[src/rtl/painterengine_gpu_dma_reader_mc.sv]
// Multi-channel AXI4 read DMA: one routed consumer per transfer, 4 KB-safe bursts,
// RLAST/RRESP checking and a handshake watchdog with a sticky error state.
module painterengine_gpu_dma_reader_mc #(
  parameter int unsigned CH        = 4,
  parameter int unsigned DW        = 32,
  parameter int unsigned MAX_BURST = 256,
  parameter int unsigned TO_W      = 19
) (
  input  logic              i_wire_clock,
  input  logic              i_wire_resetn,
  input  logic              i_wire_start,
  input  logic              i_wire_clear,
  input  logic [CH-1:0]     i_wire_router,
  input  logic [CH*32-1:0]  i_wire_address,
  input  logic [CH*32-1:0]  i_wire_length,
  output logic [CH*DW-1:0]  o_wire_data,
  output logic [CH-1:0]     o_wire_data_valid,
  input  logic [CH-1:0]     i_wire_data_next,
  output logic              o_wire_busy,
  output logic              o_wire_done,
  output logic              o_wire_error,
  output logic [2:0]        o_wire_error_type,
  output logic              o_wire_M_AXI_ARID,
  output logic [31:0]       o_wire_M_AXI_ARADDR,
  output logic [7:0]        o_wire_M_AXI_ARLEN,
  output logic [2:0]        o_wire_M_AXI_ARSIZE,
  output logic [1:0]        o_wire_M_AXI_ARBURST,
  output logic              o_wire_M_AXI_ARLOCK,
  output logic [3:0]        o_wire_M_AXI_ARCACHE,
  output logic [2:0]        o_wire_M_AXI_ARPROT,
  output logic [3:0]        o_wire_M_AXI_ARQOS,
  output logic              o_wire_M_AXI_ARVALID,
  input  logic              i_wire_M_AXI_ARREADY,
  input  logic              i_wire_M_AXI_RID,
  input  logic [DW-1:0]     i_wire_M_AXI_RDATA,
  input  logic [1:0]        i_wire_M_AXI_RRESP,
  input  logic              i_wire_M_AXI_RLAST,
  input  logic              i_wire_M_AXI_RVALID,
  output logic              o_wire_M_AXI_RREADY
);

  localparam int unsigned AL = $clog2(DW / 8);
  localparam logic [31:0] MB = 32'(MAX_BURST);

  typedef enum logic [2:0] {
    S_IDLE, S_CHECK, S_CALC, S_ADDR, S_DATA, S_DONE, S_ERROR
  } state_t;

  state_t          state_q, state_d;
  logic [CH-1:0]   sel_q, sel_d;
  logic [31:0]     addr_q, addr_d, len_q, len_d, offset_q, offset_d, araddr_q, araddr_d;
  logic [8:0]      burst_q, burst_d, cnt_q, cnt_d;
  logic [TO_W-1:0] wd_q, wd_d, wd_inc;
  logic [2:0]      err_q, err_d;

  logic [3:0]      sel_cnt;
  logic [31:0]     sel_addr, sel_len;
  logic [31:0]     cur_addr, remain, burst_w;
  logic [12:0]     bytes_4k, beats_4k;
  logic [8:0]      burst_c;
  logic [32:0]     offset_sum;
  logic            in_data, beat, last_beat;
  logic            unused_rid;

  assign unused_rid = i_wire_M_AXI_RID;

  // Router decode: count set bits and pick the selected channel's parameters
  always_comb begin
    sel_cnt  = '0;
    sel_addr = '0;
    sel_len  = '0;
    for (int i = 0; i < int'(CH); i++) begin
      if (i_wire_router[i]) begin
        sel_cnt  = sel_cnt + 4'd1;
        sel_addr = i_wire_address[i*32 +: 32];
        sel_len  = i_wire_length[i*32 +: 32];
      end
    end
  end

  // Burst size: min of MAX_BURST, remaining beats and beats to the next 4 KB page
  always_comb begin
    cur_addr = addr_q + (offset_q << AL);
    remain   = len_q - offset_q;
    bytes_4k = 13'h1000 - {1'b0, cur_addr[11:0]};
    beats_4k = bytes_4k >> AL;
    burst_w  = MB;
    if (remain < burst_w) burst_w = remain;
    if ({19'd0, beats_4k} < burst_w) burst_w = {19'd0, beats_4k};
    burst_c  = burst_w[8:0];
  end

  assign in_data    = (state_q == S_DATA);
  assign beat       = i_wire_M_AXI_RVALID && o_wire_M_AXI_RREADY;
  assign last_beat  = (cnt_q == burst_q - 9'd1);
  assign offset_sum = {1'b0, offset_q} + 33'(burst_q);
  assign wd_inc     = wd_q + TO_W'(1);

  always_ff @(posedge i_wire_clock or negedge i_wire_resetn) begin
    if (!i_wire_resetn) state_q <= S_IDLE;
    else                state_q <= state_d;
  end

  always_comb begin
    state_d  = state_q;
    sel_d    = sel_q;
    addr_d   = addr_q;
    len_d    = len_q;
    offset_d = offset_q;
    araddr_d = araddr_q;
    burst_d  = burst_q;
    cnt_d    = cnt_q;
    wd_d     = wd_q;
    err_d    = err_q;
    case (state_q)
      S_IDLE: begin
        if (i_wire_start) begin
          sel_d  = i_wire_router;
          addr_d = sel_addr;
          len_d  = sel_len;
          if (sel_cnt == 4'd1) begin
            state_d = S_CHECK;
          end else begin
            err_d   = 3'b001;
            state_d = S_ERROR;
          end
        end
      end
      S_CHECK: begin
        if ((addr_q[AL-1:0] != '0) || (len_q == '0)) begin
          err_d   = 3'b010;
          state_d = S_ERROR;
        end else begin
          offset_d = '0;
          wd_d     = '0;
          state_d  = S_CALC;
        end
      end
      S_CALC: begin
        araddr_d = cur_addr;
        burst_d  = burst_c;
        cnt_d    = '0;
        state_d  = S_ADDR;
      end
      S_ADDR: begin
        // A handshake wins over a watchdog expiry in the same cycle
        if (i_wire_M_AXI_ARREADY) begin
          wd_d    = '0;
          state_d = S_DATA;
        end else if (wd_inc[TO_W-1]) begin
          err_d   = 3'b011;
          state_d = S_ERROR;
        end else begin
          wd_d = wd_inc;
        end
      end
      S_DATA: begin
        if (beat) begin
          wd_d = '0;
          if (i_wire_M_AXI_RRESP != 2'b00) begin
            err_d   = 3'b110;
            state_d = S_ERROR;
          end else if (i_wire_M_AXI_RLAST != last_beat) begin
            err_d   = 3'b101;
            state_d = S_ERROR;
          end else if (last_beat) begin
            offset_d = offset_sum[31:0];
            cnt_d    = '0;
            state_d  = (offset_sum >= {1'b0, len_q}) ? S_DONE : S_CALC;
          end else begin
            cnt_d = cnt_q + 9'd1;
          end
        end else if (wd_inc[TO_W-1]) begin
          err_d   = 3'b100;
          state_d = S_ERROR;
        end else begin
          wd_d = wd_inc;
        end
      end
      S_DONE: begin
        state_d = S_IDLE;
      end
      S_ERROR: begin
        if (i_wire_clear) begin
          err_d   = 3'b000;
          state_d = S_IDLE;
        end
      end
      default: state_d = S_IDLE;
    endcase
  end

  always_ff @(posedge i_wire_clock or negedge i_wire_resetn) begin
    if (!i_wire_resetn) begin
      sel_q    <= '0;
      addr_q   <= '0;
      len_q    <= '0;
      offset_q <= '0;
      araddr_q <= '0;
      burst_q  <= '0;
      cnt_q    <= '0;
      wd_q     <= '0;
      err_q    <= '0;
    end else begin
      sel_q    <= sel_d;
      addr_q   <= addr_d;
      len_q    <= len_d;
      offset_q <= offset_d;
      araddr_q <= araddr_d;
      burst_q  <= burst_d;
      cnt_q    <= cnt_d;
      wd_q     <= wd_d;
      err_q    <= err_d;
    end
  end

  assign o_wire_busy       = (state_q != S_IDLE) && (state_q != S_ERROR);
  assign o_wire_done       = (state_q == S_DONE);
  assign o_wire_error      = (state_q == S_ERROR);
  assign o_wire_error_type = err_q;

  assign o_wire_M_AXI_ARID    = 1'b0;
  assign o_wire_M_AXI_ARADDR  = araddr_q;
  assign o_wire_M_AXI_ARLEN   = 8'(burst_q - 9'd1);
  assign o_wire_M_AXI_ARSIZE  = 3'(AL);
  assign o_wire_M_AXI_ARBURST = 2'b01;
  assign o_wire_M_AXI_ARLOCK  = 1'b0;
  assign o_wire_M_AXI_ARCACHE = 4'b0010;
  assign o_wire_M_AXI_ARPROT  = 3'b000;
  assign o_wire_M_AXI_ARQOS   = 4'b0000;
  assign o_wire_M_AXI_ARVALID = (state_q == S_ADDR);
  assign o_wire_M_AXI_RREADY  = in_data && |(i_wire_data_next & sel_q);

  // Only the routed channel sees R-channel traffic, and only while in DATA
  for (genvar c = 0; c < int'(CH); c++) begin : g_ch
    assign o_wire_data[c*DW +: DW] = (in_data && sel_q[c]) ? i_wire_M_AXI_RDATA : '0;
    assign o_wire_data_valid[c]    = in_data && sel_q[c] && i_wire_M_AXI_RVALID;
  end

endmodule

[config.mk]
export PLATFORM = sky130hd
export DESIGN_NAME = painterengine_gpu_dma_reader_mc
export DESIGN_NICKNAME = d
export VERILOG_FILES = /design/src/rtl/painterengine_gpu_dma_reader_mc.sv
export SDC_FILE = /design/constraint.sdc
export NUM_CORES = 1
export LEC_CHECK = 0
export ABC_AREA = 1
export CAP_MARGIN = 10
export CELL_PAD_IN_SITES_DETAIL_PLACEMENT = 0
export CELL_PAD_IN_SITES_GLOBAL_PLACEMENT = 1
export CORE_ASPECT_RATIO = 0.8
export CORE_MARGIN = 2
export CORE_UTILIZATION = 45
export DETAILED_ROUTE_END_ITERATION = 12
export DONT_BUFFER_PORTS = 1
export GPL_ROUTABILITY_DRIVEN = 1
export PLACE_DENSITY = 0.79
export SLEW_MARGIN = 10
export SYNTH_ARGS = -nofsm -noshare
export SYNTH_HDL_FRONTEND = slang
export SYNTH_SLANG_ARGS = --single-unit
[constraint.sdc]
create_clock -name i_wire_clock -period 4.3 [get_ports i_wire_clock]
set_input_delay 0.645 -clock i_wire_clock [delete_from_list [all_inputs] [get_ports i_wire_clock]]
set_output_delay 0.645 -clock i_wire_clock [all_outputs]
set_load 0.01 [all_outputs]
==> results of run 1 <==
routing by layer:
layer,GRT usage,wire (um)
met1,0.386,25400
met2,0.524,28900
met3,0.0554,3710
met4,0.135,2350
met5,0,0
power groups by stage:
stage / Combinational, uW / Clock, uW / Sequential [uW]
floorplan: 5230 / 0 / 2600
global placement: 7340 / 0 / 2760
detailed placement: 7440 / 0 / 2780
CTS: 7520 / 1650 / 2750
global route: 9400 / 1730 / 2840
finish: 8450 / 1630 / 2780
critical path: cells and delay by family (launching register included):
family / cells / cell delay (ps)
XOR/XNOR: 1 / 210
buffers and inverters: 2 / 160
adder cells (fa/ha/maj): 3 / 840
AO/OA/AOI/OAI: 5 / 870
flip-flops: 1 / 370
AND/OR/NAND/NOR: 20 / 1760
path summary, 6_finish.rpt:
path / startpoint / depth (start not counted) / end / slack (ps)
worst min-delay path: i_wire_resetn / 0 / o_wire_M_AXI_ARADDR[0] / -130
min in group i_wire_clock: i_wire_address[116] / 2 / addr_q[20] / 320
worst max-delay path: offset_q[0] / 31 / state_q[2] / -10
worst min register to register: wd_q[18] / 2 / wd_q[18] / 490
worst max register to register: offset_q[0] / 31 / state_q[2] / -10
max in group asynchronous: i_wire_resetn / 0 / len_q[19] / 4150
cells by family after synthesis:
family,after synthesis
compound gates,404
simple gates,1271
buf+inv,494
fa+ha+maj,122
mux,1
other cells,2
flops,175
xor+xnor,69
state kept, by name, indices dropped and copies added (netlist names):
register and count:
addr_q 32, burst_q 9, cnt_q 9, len_q 32, o_wire_M_AXI_ARADDR 32, o_wire_error_type 3
offset_q 32, sel_q 4, state_q 3, wd_q 19
layout by cell type (no fill, tap or decap), drive strengths merged, types with 3 or more instances in the layout:
cell type | Yosys | routed
or2 | 6 | 6
a21oi | 128 | 128
ha | 119 | 119
a22o | 11 | 11
diode | 0 | 3
dfrtp | 175 | 175
nor3 | 40 | 40
conb | 2 | 20
a221o | 3 | 3
inv | 389 | 391
nand2 | 693 | 695
clkbuf | 76 | 18
nand4 | 22 | 22
o211ai | 23 | 23
o22ai | 23 | 23
nand3 | 210 | 210
o21ai | 150 | 150
o221ai | 33 | 33
nor4 | 18 | 18
clkinv | 3 | 10
o21a | 3 | 3
buf | 26 | 156
a211oi | 6 | 6
xor2 | 49 | 49
nor3b | 3 | 3
o21bai | 6 | 6
a31oi | 4 | 4
fa | 3 | 3
and3 | 6 | 6
xnor2 | 20 | 20
nor2 | 268 | 268
cells in the mapped netlist (7+ instances only):
cell type | count | share of area
o22ai_1 | 23 | 0.0088
o211ai_1 | 23 | 0.011
clkbuf_1 | 76 | 0.017
nor3_1 | 29 | 0.0088
nor4_1 | 17 | 0.0065
ha_1 | 119 | 0.091
nand3_1 | 202 | 0.062
o21ai_0 | 132 | 0.040
nand3_2 | 8 | 0.0049
inv_1 | 377 | 0.086
a21oi_1 | 121 | 0.037
o221ai_1 | 33 | 0.018
nand2_1 | 669 | 0.15
nand4_1 | 21 | 0.0080
xor2_1 | 49 | 0.026
a21oi_2 | 7 | 0.0037
nor3_2 | 11 | 0.0067
xnor2_1 | 20 | 0.011
a22o_1 | 11 | 0.0059
nand2_2 | 20 | 0.0076
dfrtp_1 | 175 | 0.27
o21ai_1 | 14 | 0.0043
nor2_2 | 10 | 0.0038
buf_4 | 19 | 0.0087
nor2_1 | 256 | 0.059
inv_2 | 12 | 0.0027
through the flow:
step           setup WS, ps  cells  instance area (um2)
2_1_floorplan           352   2556                16500
3_3_place_gp           -177   3055                17600
3_5_place_dp           -203   3055                17600
4_1_cts               0.109   3090                18200
5_1_grt                -330   3124                19300
6_report              -10.2   3126                19300
cell type report:
class                      count  area (um2)
sequential                   175        4380
timing repair buffer         156        1210
tap                          480         601
fill                        3587       16700
inverter                     392        1480
multi-input combinational   1889       11000
antenna                        3        7.51
clock buffer                  18         439
clock inverter                13         158
what timing repair did:
action | 4_1_cts | 5_1_grt
cloned | 1 | 1
endpoints found under the setup margin | 12 | 12
endpoints found under the hold margin | 175 | 175
buffers inserted | 3 | 34
resized for setup | 12 | 179
pin swaps | 4 | 56
==> flow_metrics.env, run 1 <==
export IMPL_synth_edff_count=0
export IMPL_yosysSeqAreaShare=0.267
export IMPL_ioPinCount=504
export IMPL_cts_sinks=175
export IMPL_globalRouteOverflowTotal=0
export IMPL_status="finished, violations left"
export IMPL_synthSimpleGateAreaFrac=0.335
export IMPL_synth_area_mm2=0.0164
export IMPL_post_drt_wl_per_cell_um=19.3
export IMPL_grt_max_degree=176
export IMPL_syn_inst=2538
export IMPL_final_nets=3059
export IMPL_crit_type="flop to flop"
export IMPL_drv_slew=0
export IMPL_firstDrtPassIters=5
export IMPL_cpMaxStageDelayCell="fa_2"
export IMPL_die_w_um=218
export IMPL_yosys_area_share_adder=0.0943
export IMPL_powerDensity_mw_per_mm2=668
export IMPL_finClkSkew_ps=9.68
export IMPL_cts_root_buf="clkbuf_16"
export IMPL_power_internal_uw=6180
export IMPL_antenna_found_initial=2
export IMPL_drtIter0Drc=1108
export IMPL_peakVddDrop_v=0.000283
export IMPL_violations="hold timing, setup timing"
export IMPL_total_power_uw=12900
export IMPL_maxCapViolCount=0
export IMPL_cts_tree="yes"
export IMPL_power_frac_comb=0.657
export IMPL_fmax_ghz=0.232
export IMPL_synth_distinct_cells=65
export IMPL_via_per_inst=5.50
export IMPL_final_period_utilization=1.00
export IMPL_synthFlopType="dfrtp_1"
export IMPL_crit_top_cell="nand2_1"
export IMPL_synth_compound_area_share=0.148
export IMPL_setup_tns_ps=-10.2
export IMPL_rsz0062_at_grt="true"
export IMPL_cp_required_ps=4660
export IMPL_hold_ws_ps=-133
export IMPL_drc=0
export IMPL_row_count=62
export IMPL_slew_headroom=0.256
export IMPL_dp_final_hpwl_um=48300
export IMPL_p_clk_frac=0.127
export IMPL_numCtsBuffers=17
export IMPL_seq_power_share=0.216
export IMPL_synth_seq_cells=175
export IMPL_cts_buffer_depth=2
export IMPL_async_flop_share=1.00
export IMPL_drive_gt1_frac=0.160
export IMPL_ant_nets=0
export IMPL_die_area_mm2=0.0381
export IMPL_worstSetupStartpointType="flop"
export IMPL_final_core_util=0.536
export IMPL_power_leakage_uw=0.00981
export IMPL_setup_viol=1
export IMPL_clk_latency_ps=470
export IMPL_grt_pass1_vias=15900
export IMPL_hold_path_class="input pin to async pin"
export IMPL_grt_pass1_wl_um=90300
export IMPL_start_util=0.457
export IMPL_core_mm2=0.0359
export IMPL_crit_arrival_ps=4670
export IMPL_path_clk_slew_ps=70
export IMPL_swShare=0.520
export IMPL_drt_total_wl_um=60300
export IMPL_grt_total_usage=0.309
export IMPL_setup_ws_ps=-10.2
export IMPL_area_growth_pct=17.3
export IMPL_end_kind="flop"
export IMPL_syn_area_per_cell_um2=6.47
export IMPL_synth_top_family_by_area="simple AND/OR/NAND/NOR gates"
export IMPL_synth_xor_area_frac=0.0368
export IMPL_synth_mux_area_frac=0.000914
export IMPL_crit_path_max_incr_delay_ps=380
export IMPL_hold_viol_final=175
export IMPL_gp_congestion=0.897
export IMPL_cts_max_level=4
export IMPL_p_switching_uw=6680
export IMPL_ys_warn_count=0
export IMPL_vias=17200
export IMPL_final_min_clock_period_ps=4310
export IMPL_port_buffers=0
export IMPL_crit_fanout=3
export IMPL_worst_pin_slew_ps=1110
export IMPL_die_h_um=175
No activity file was read; power rests on OpenSTA's default activity.
==> run 2: changes to the inputs <==
--- a/config.mk
+++ b/config.mk
@@ -5,7 +5,6 @@
 export SDC_FILE = /design/constraint.sdc
 export NUM_CORES = 1
 export LEC_CHECK = 0
-export ABC_AREA = 1
 export CAP_MARGIN = 10
 export CELL_PAD_IN_SITES_DETAIL_PLACEMENT = 0
 export CELL_PAD_IN_SITES_GLOBAL_PLACEMENT = 1
@@ -15,7 +14,9 @@
 export DETAILED_ROUTE_END_ITERATION = 12
 export DONT_BUFFER_PORTS = 1
 export GPL_ROUTABILITY_DRIVEN = 1
-export PLACE_DENSITY = 0.79
+export HOLD_SLACK_MARGIN = 0.1
+export PLACE_DENSITY = 0.76
+export SETUP_SLACK_MARGIN = 0.5
 export SLEW_MARGIN = 10
 export SYNTH_ARGS = -nofsm -noshare
 export SYNTH_HDL_FRONTEND = slang
==> flow_metrics.env, run 2 <==
export IMPL_area_growth_pct=21.7
export IMPL_slew_headroom=0.295
export IMPL_mostFrequentLayoutCells="buf_4, nand2_1, o21ai_0"
export IMPL_setup_viol=12
export IMPL_ant_nets=0
export IMPL_hold_viol_final=175
export IMPL_yosysSeqAreaShare=0.274
export IMPL_ys_warn_count=0
export IMPL_grt_pass1_wl_um=98400
export IMPL_globalRouteOverflowTotal=0
export IMPL_grt_total_usage=0.349
export IMPL_async_flop_share=1.00
export IMPL_firstDrtPassIters=5
export IMPL_drt_total_wl_um=67000
export IMPL_synth_top_area_frac=0.274
export IMPL_rsz0062_at_grt="true"
export IMPL_core_mm2=0.0349
export IMPL_hold_ws_ps=-117
export IMPL_cp_required_ps=4660
export IMPL_yosys_area_share_adder=0.0969
export IMPL_numCtsBuffers=17
export IMPL_synthMostInstantiatedCell="nand2_1"
export IMPL_synth_top_cells_by_count="nand2_1, o21ai_0, nor2_1"
export IMPL_cts_root_buf="clkbuf_16"
export IMPL_synth_edff_count=0
export IMPL_setup_ws_ps=-775
export IMPL_cts_tree="yes"
export IMPL_gp_congestion=1.07
export IMPL_maxCapViolCount=0
export IMPL_powerDensity_mw_per_mm2=587
export IMPL_synthSimpleGateAreaFrac=0.249
export IMPL_total_power_uw=11400
export IMPL_synth_top_area_cell="dfrtp_1"
export IMPL_syn_area_per_cell_um2=7.54
export IMPL_synthFlopType="dfrtp_1"
export IMPL_synth_xor_area_frac=0.0515
export IMPL_clk_latency_ps=450
export IMPL_synth_compound_area_share=0.246
export IMPL_crit_fanout=6
export IMPL_synth_distinct_cells=83
export IMPL_worstSetupStartpointType="flop"
export IMPL_path_clk_slew_ps=70
export IMPL_violations="hold timing, setup timing"
export IMPL_peakVddDrop_v=0.000291
export IMPL_start_util=0.458
export IMPL_post_drt_wl_per_cell_um=23.6
export IMPL_synth_mux_area_frac=0.0173
export IMPL_port_buffers=0
export IMPL_fmax_ghz=0.197
export IMPL_crit_arrival_ps=5440
export IMPL_power_leakage_uw=0.00928
export IMPL_drc=0
export IMPL_antenna_found_initial=24
export IMPL_drtIter0Drc=1707
export IMPL_ioPinCount=504
export IMPL_final_min_clock_period_ps=5070
export IMPL_final_nets=2729
export IMPL_end_kind="flop"
export IMPL_hold_path_class="input pin to async pin"
export IMPL_place_area_mm2=0.0181
export IMPL_die_w_um=215
export IMPL_cts_sinks=175
export IMPL_via_per_inst=5.95
export IMPL_mostFrequentLayoutCell="buf_4"
export IMPL_die_area_mm2=0.0371
export IMPL_row_count=61
export IMPL_synth_area_mm2=0.0160
export IMPL_drive_gt1_frac=0.197
export IMPL_crit_type="flop to flop"
export IMPL_status="finished, violations left"
export IMPL_synth_top_family_by_area="simple AND/OR/NAND/NOR gates"
export IMPL_vias=16900
export IMPL_drv_slew=0
export IMPL_fillers=3313
export IMPL_design_area_mm2=0.0195
export IMPL_synth_seq_cells=175
export IMPL_grt_pass1_vias=15400
export IMPL_grt_max_degree=176
export IMPL_dp_final_hpwl_um=53800
export IMPL_synth_area_leaders="dfrtp_1, ha_1, o21ai_0, and3_1, nand2_1"
export IMPL_cts_buffer_depth=2
export IMPL_cts_max_level=4
export IMPL_syn_inst=2120
export IMPL_worst_pin_slew_ps=1050
export IMPL_finClkSkew_ps=11.5
export IMPL_die_h_um=173
export IMPL_final_period_utilization=1.18
run 2: cell count changes after synthesis, sizes merged, moves of 40 or more:
cell	change
a21oi	+43
a22oi	+68
and3	+147
clkbuf	+42
inv	-283
nand2	-447
nand3	-167
nor2	-82
o21ai	+77
xnor2	+40
run 2: power by group:
part	switching, uW	internal, uW
Clock	769	803
Sequential	514	2120
Combinational	4080	3140
Total	5360	6060
run 2: path summary, 6_finish.rpt:
| check | slack [ps] | start | to | cells past startpoint |
|---|---|---|---|---|
| setup reg to reg | -770 | offset_q[0] | burst_q[7] | 25 |
| hold / removal | -120 | i_wire_resetn | o_wire_M_AXI_ARADDR[11] | 0 |
| setup / recovery | -770 | offset_q[0] | burst_q[7] | 25 |
| hold reg to reg | 490 | wd_q[16] | wd_q[16] | 1 |
| min in group i_wire_clock | 400 | i_wire_address[110] | addr_q[14] | 2 |
| max in group asynchronous | 4070 | i_wire_resetn | offset_q[29] | 0 |
run 2: critical path, stage by stage, from the launching register on:
cell and delay [ps]:
dfrtp_1 420, ha_4 180, fa_2 360, nand2b_4 170, a21oi_4 210, o31ai_4 110
buf_6 130, o21bai_1 160, mux2i_1 200, nand4_1 170, a2111oi_4 400, nand4_4 250
nor2_4 250, buf_6 130, nand2_4 50, ha_4 280, and4_1 200, o21ai_2 80
nand3_2 80, buf_4 120, o21ai_2 60, inv_2 80, o31ai_4 90, buf_6 140
or4b_4 470, a31oi_1 180
run 2: cell families (layout without fill, tap and decap cells):
logic type / count (synthesis) / in the layout
compound gates: 645 / 645
fa+ha+maj: 122 / 122
other cells: 2 / 70
flops: 175 / 175
buf+inv: 253 / 429
simple gates: 805 / 805
mux: 24 / 24
xor+xnor: 94 / 94
run 2: layer usage:
metal  routed length [um]  GRT usage
met5                  103          0
met4                 1570      0.104
met3                 6500      0.117
met2                28400      0.502
met1                30400      0.494
run 2: cell type report:
| class | instances | area (um2) | area share |
|---|---|---|---|
| multi-input combinational | 1710 | 11200 | 0.574 |
| tap | 472 | 591 | 0.0304 |
| sequential | 175 | 4380 | 0.225 |
| inverter | 106 | 400 | 0.0206 |
| clock buffer | 20 | 467 | 0.0240 |
| clock inverter | 12 | 96.3 | 0.00495 |
| antenna | 50 | 125 | 0.00643 |
| timing repair buffer | 291 | 2230 | 0.114 |
run 2: stage by stage:
stage / utilization / setup TNS, ps / cells / worst slack [ps]
floorplan: - / -3590 / 2138 / -518
detailed placement: 0.519 / -8760 / 2726 / -963
global route: 0.555 / -9830 / 2794 / -957
finish: 0.558 / -7370 / 2836 / -775
global placement: 0.519 / -7500 / 2726 / -796
CTS: 0.547 / -5060 / 2778 / -542
run 2: timing repair:
action	4_1_cts	5_1_grt
endpoints found under the hold margin	175	175
gates cloned	1	0
gates resized for setup	58	43
setup buffers	19	8
pin swaps	59	42
endpoints found under the setup margin	16	30
